<file path="config.mk">
export PLATFORM = sky130hd
export DESIGN_NAME = dhash_reader_9x8
export DESIGN_NICKNAME = d
export VERILOG_FILES = /design/src/rtl/dhash_reader_9x8.sv
export SDC_FILE = /design/constraint.sdc
export NUM_CORES = 1
export LEC_CHECK = 0
export CORE_AREA = 4 4 122 124
export DETAILED_ROUTE_END_ITERATION = 12
export DIE_AREA = 0 0 126 128
export PLACE_DENSITY = 0.78
export SYNTH_ARGS = -nofsm -noshare
export SYNTH_HDL_FRONTEND = slang
export SYNTH_SLANG_ARGS = --single-unit
</file>
<file path="constraint.sdc">
create_clock -name clk -period 3.25 [get_ports clk]
set_clock_uncertainty 0.05 [all_clocks]
set_input_delay 0.65 -clock clk [delete_from_list [all_inputs] [get_ports clk]]
set_output_delay 0.65 -clock clk [all_outputs]
set_load 0.01 [all_outputs]
</file>
<file path="src/rtl/dhash_reader_9x8.sv">
// ==========================================================================
// dhash_reader_9x8 : reads the 9x8 downscaled frame from BRAM and builds its
// 64-bit difference hash, handed off over valid/ready.        Rev 1.0
// ==========================================================================
`default_nettype none

module dhash_reader_9x8 #(
   parameter int PIX_WIDTH  = 8,
   parameter int TARGET_X   = 9,
   parameter int TARGET_Y   = 8,
   parameter int ADDR_WIDTH = 7
) (
   input  logic                                 clk,
   input  logic                                 rst,
   input  logic                                 start,
   input  logic [PIX_WIDTH-1:0]                 rd_data,
   output logic                                 rd_en,
   output logic [ADDR_WIDTH-1:0]                rd_addr,
   output logic                                 busy,
   output logic [TARGET_Y*(TARGET_X-1)-1:0]     hash,
   output logic                                 hash_valid,
   input  logic                                 hash_ready
);

   localparam int HASH_WIDTH = TARGET_Y * (TARGET_X - 1);
   localparam int COL_W      = $clog2(TARGET_X);
   localparam int ROW_W      = $clog2(TARGET_Y);
   localparam logic [COL_W-1:0] LAST_COL = COL_W'(TARGET_X - 1);
   localparam logic [ROW_W-1:0] LAST_ROW = ROW_W'(TARGET_Y - 1);

   typedef enum logic [1:0] {
      IDLE  = 2'd0,
      READ  = 2'd1,
      DRAIN = 2'd2,
      DONE  = 2'd3
   } state_t;

   state_t                  state_q, state_d;
   logic [COL_W-1:0]        col_q, col_d;
   logic [ROW_W-1:0]        row_q, row_d;
   logic [ADDR_WIDTH-1:0]   addr_q, addr_d;
   logic                    rd_en_q, rd_en_d;
   logic                    vld_q, vld_d;
   logic [COL_W-1:0]        tag_col_q, tag_col_d;
   logic [PIX_WIDTH-1:0]    prev_q, prev_d;
   logic [HASH_WIDTH-1:0]   part_q, part_d;
   logic [HASH_WIDTH-1:0]   hash_q, hash_d;

   always_comb begin
      state_d   = state_q;
      col_d     = col_q;
      row_d     = row_q;
      addr_d    = addr_q;
      rd_en_d   = rd_en_q;
      vld_d     = rd_en_q;
      tag_col_d = col_q;
      prev_d    = prev_q;
      part_d    = part_q;
      hash_d    = hash_q;

      // Hash bits arrive in index order 0..63, so shifting in from the top
      // lands every bit at r*(TARGET_X-1)+(c-1) once the frame is complete.
      if (vld_q) begin
         if (tag_col_q != '0) begin
            part_d = {(prev_q > rd_data), part_q[HASH_WIDTH-1:1]};
         end
         prev_d = rd_data;
      end

      case (state_q)
         IDLE: begin
            if (start) begin
               state_d = READ;
               rd_en_d = 1'b1;
               addr_d  = '0;
               col_d   = '0;
               row_d   = '0;
               part_d  = '0;
            end
         end
         READ: begin
            if (col_q == LAST_COL && row_q == LAST_ROW) begin
               state_d = DRAIN;
               rd_en_d = 1'b0;
               addr_d  = '0;
               col_d   = '0;
               row_d   = '0;
            end else begin
               addr_d = addr_q + ADDR_WIDTH'(1);
               if (col_q == LAST_COL) begin
                  col_d = '0;
                  row_d = row_q + ROW_W'(1);
               end else begin
                  col_d = col_q + COL_W'(1);
               end
            end
         end
         DRAIN: begin
            // Wait until the final read's data has been folded in.
            if (!vld_q) begin
               state_d = DONE;
               hash_d  = part_q;
            end
         end
         DONE: begin
            if (hash_ready) begin
               state_d = IDLE;
            end
         end
         default: state_d = IDLE;
      endcase
   end

   always_ff @(posedge clk or negedge rst) begin
      if (!rst) begin
         state_q   <= IDLE;
         col_q     <= '0;
         row_q     <= '0;
         addr_q    <= '0;
         rd_en_q   <= 1'b0;
         vld_q     <= 1'b0;
         tag_col_q <= '0;
         prev_q    <= '0;
         part_q    <= '0;
         hash_q    <= '0;
      end else begin
         state_q   <= state_d;
         col_q     <= col_d;
         row_q     <= row_d;
         addr_q    <= addr_d;
         rd_en_q   <= rd_en_d;
         vld_q     <= vld_d;
         tag_col_q <= tag_col_d;
         prev_q    <= prev_d;
         part_q    <= part_d;
         hash_q    <= hash_d;
      end
   end

   assign rd_en      = rd_en_q;
   assign rd_addr    = addr_q;
   assign busy       = (state_q != IDLE);
   assign hash       = hash_q;
   assign hash_valid = (state_q == DONE);

endmodule

`default_nettype wire

</file>
==> impl_metrics.tcl <==
set metrics [dict create \
    ys_warn_count 0 \
    regArea_um2 3950 \
    synth.area.top_cells "dfrtp_1 (59%), mux2_1 (10%), a21oi_2 (7.8%)" \
    drive_gt1_share_pct 17.9 \
    syn-cell-area_um2 6750 \
    grt_max_degree 75 \
    htreeDepth 4 \
    synth_compound_area_share_pct 11.3 \
    yosysMostFrequentCell "dfrtp_1" \
    grt_util_met3_pct 4.08 \
    fin_crit_sh_pct 77.5 \
    p_comb_share_pct 4.4 \
    syn-instance-count 567 \
    initial_core_util_pct 49.0 \
    fp.dieH_um 128 \
    vias 4427 \
    antenna_cells 0 \
    via_per_inst 5.25 \
    cp_max_fo 6 \
    worstPathRequired_ns 2.55 \
    grt_pass1_wl_um 23200 \
    yosys.area_share.simple_pct 10.3 \
    core_area_um2 13800 \
    power.density_nw_per_um2 498 \
    relSlewSlack_pct 39.3 \
    ctsRootBufferMaster "clkbuf_16" \
    power.internal_mw 3.20 \
    fmax_mhz 397 \
    synthToLayoutAreaGrowth_pct 23.0 \
    tritoncts "done" \
    antenna_left 0 \
    synth_commonest_cells "dfrtp_1 (158), nand2_1 (139), mux2_1 (61)" \
    fin_crit_ns 2.52 \
    cts_setup_buffers 0 \
    ys_ff_latch 158 \
    final_area_um2 8300 \
    detail_route.wirelength_um 13500 \
    placed_cell_area_um2 7750 \
    cts_hold_buf 0 \
    p_switching_mw 0.929 \
    syn-num-nets 596 \
    synthMuxAreaShare_pct 12.9 \
    multiInputGateArea_um2 2560 \
    grt-busiest-layer "met2" \
    drt-initial-drc-count 253 \
    ys_types 40 \
    die_w_um 126 \
    cap_violations 0 \
    ys.flop_type "dfrtp_1" \
    rsz0062_at_grt "false" \
    yosys.area.top_type "dfrtp_1" \
    synth_fa_ha_area_share_pct 3.15 \
    slew_viol_final 0 \
    cts_buffers 17 \
    clock_latency_ns 0.42 \
    grtUsageMet1_pct 21.7 \
    end_kind "output port" \
    cts_resized 0 \
    holdWs_ns 0.187 \
    place_congestion 0.765 \
    grt_pass1_vias 4785 \
    rows 43 \
    boundaryPins 86 \
    critPathArrivalTime_ns 1.82 \
    vdd_drop_max_v 0.000259 \
    min-delay-path-class "input pin to async pin" \
    die_area_um2 16100 \
    ys_async_sr_fraction_pct 100 \
    criticalPathCategory "flip-flop to output port" \
    grt_use_total_pct 18.0 \
    p_sw_share_pct 22.5 \
    met2_usage_pct 31.0 \
    gr-total-overflow 0 \
    crit_path_start_kind "flip-flop" \
    power.share.clock_pct 44.8 \
    clkTransAtPathRegs_ns 0.06 \
    firstDrtPassIters 4 \
    power_leakage_nw 3.92 \
    drcViolationCount 0 \
    synth_top_family_by_area "multiplexers" \
    n_fill_cell 1156 \
    fin_setup_tns_ns 0 \
    syn_avg_cell_area_um2 11.9 \
    cts_buffer_depth 2 \
    setup_viol 0 \
    final-hold-violation-count 0 \
    fin_util_pct 60.3 \
    worst_pin_slew_ns 0.911 \
    antenna_found_initial 0 \
    yosysTopAreaCellShare_pct 58.6 \
    synthXorXnorAreaFrac_pct 0 \
    sequentialPowerShare_pct 50.9 \
    status "finished, final reports clean" \
    numPortBuffers 85 \
    wire_per_inst_um 16.1 \
    numClockSinks 158 \
    synth_edf_count 0 \
    ys_seq_area_share_pct 58.6 \
    nNetsFinal 680 \
    dp_hpwl_um 8960 \
]
[layer usage]
layer	share of wire (%)	up-vias
met5	0	-
met4	2.5	0
met3	3.6	24
met2	51	94
met1	43	2220
li1	-	2089
[worst max-delay path: stages (launching register included)]
cell and delay (ns):
dfrtp_1 0.39, inv_1 0.09, ha_1 0.28, inv_1 0.11, clkdlybuf4s50_1 0.54
[power by group through the flow]
| stage | Clock [mW] | Sequential [mW] | Combinational [mW] |
|---|---|---|---|
| global placement | 0 | 2.13 | 0.172 |
| detailed placement | 0 | 2.13 | 0.184 |
| floorplan | 0 | 2.11 | 0.108 |
| CTS | 1.89 | 2.10 | 0.185 |
| global route | 1.98 | 2.11 | 0.208 |
| finish | 1.85 | 2.10 | 0.180 |
[worst paths after layout]
| path | cells past startpoint | to | slack, ns | start |
|---|---|---|---|---|
| hold / removal | 1 | hash[56] | 0.19 | rst |
| hold reg to reg | 0 | tag_col_q[1] | 0.39 | col_q[1] |
| setup / recovery | 4 | busy | 0.73 | state_q[0] |
| max in group asynchronous | 2 | part_q[37] | 2.09 | rst |
| setup reg to reg | 2 | hash[63] | 1.09 | vld_q |
| min in group clk | 0 | tag_col_q[1] | 0.39 | col_q[1] |
[kinds of logic after synthesis]
kind of cell,after synthesis
AO/OA/AOI/OAI,95
AND/OR/NAND/NOR,170
adder cells (fa/ha/maj),17
multiplexers,78
flip-flops,158
buffers and inverters,49
[state kept, by name, summed over array words and instances, names as in the netlist]
| signal | cells |
|---|---|
| col_q | 4 |
| row_q | 3 |
| tag_col_q | 4 |
| part_q | 64 |
| rd_addr | 7 |
| hash | 64 |
| rd_en | 1 |
| prev_q | 8 |
| state_q | 2 |
| vld_q | 1 |
[per-stage QoR]
stage	worst slack, ns	instances	power (mW)
finish	0.730	844	4.13
global route	0.622	844	4.30
CTS	0.706	844	4.17
detailed placement	0.961	812	2.32
global placement	0.963	812	2.30
floorplan	1.48	567	2.22
[cells in the final DEF (no fill, tap or decap), drive strengths merged]
cell type / instances
a21o: 1
nand2b: 1
clkinv: 7
o21a: 2
nand4: 3
or3: 1
o41ai: 1
a32oi: 1
mux2i: 5
clkdlybuf4s50: 84
or4: 2
o31ai: 1
o311ai: 1
nor2: 6
inv: 19
or4b: 1
nor3: 4
a31oi: 2
mux2: 73
and3b: 1
o41a: 1
clkbuf: 20
a21oi: 67
nand2: 139
nand3: 8
and2: 1
dfrtp: 158
buf: 11
a22o: 3
o211ai: 1
nor2b: 2
ha: 17
clkinvlp: 4
bufinv: 1
o22ai: 1
nand4b: 1
o21ai: 13
[final cells by class]
class,instances,area share (%)
repair buffers,95,11.3
multi-input cells,360,30.8
clock buffers,20,5.50
clock inverters,12,1.15
inverters,19,0.859
flip-flops and latches,158,47.6
well taps,180,2.71
(Power assumes the default switching activity.)
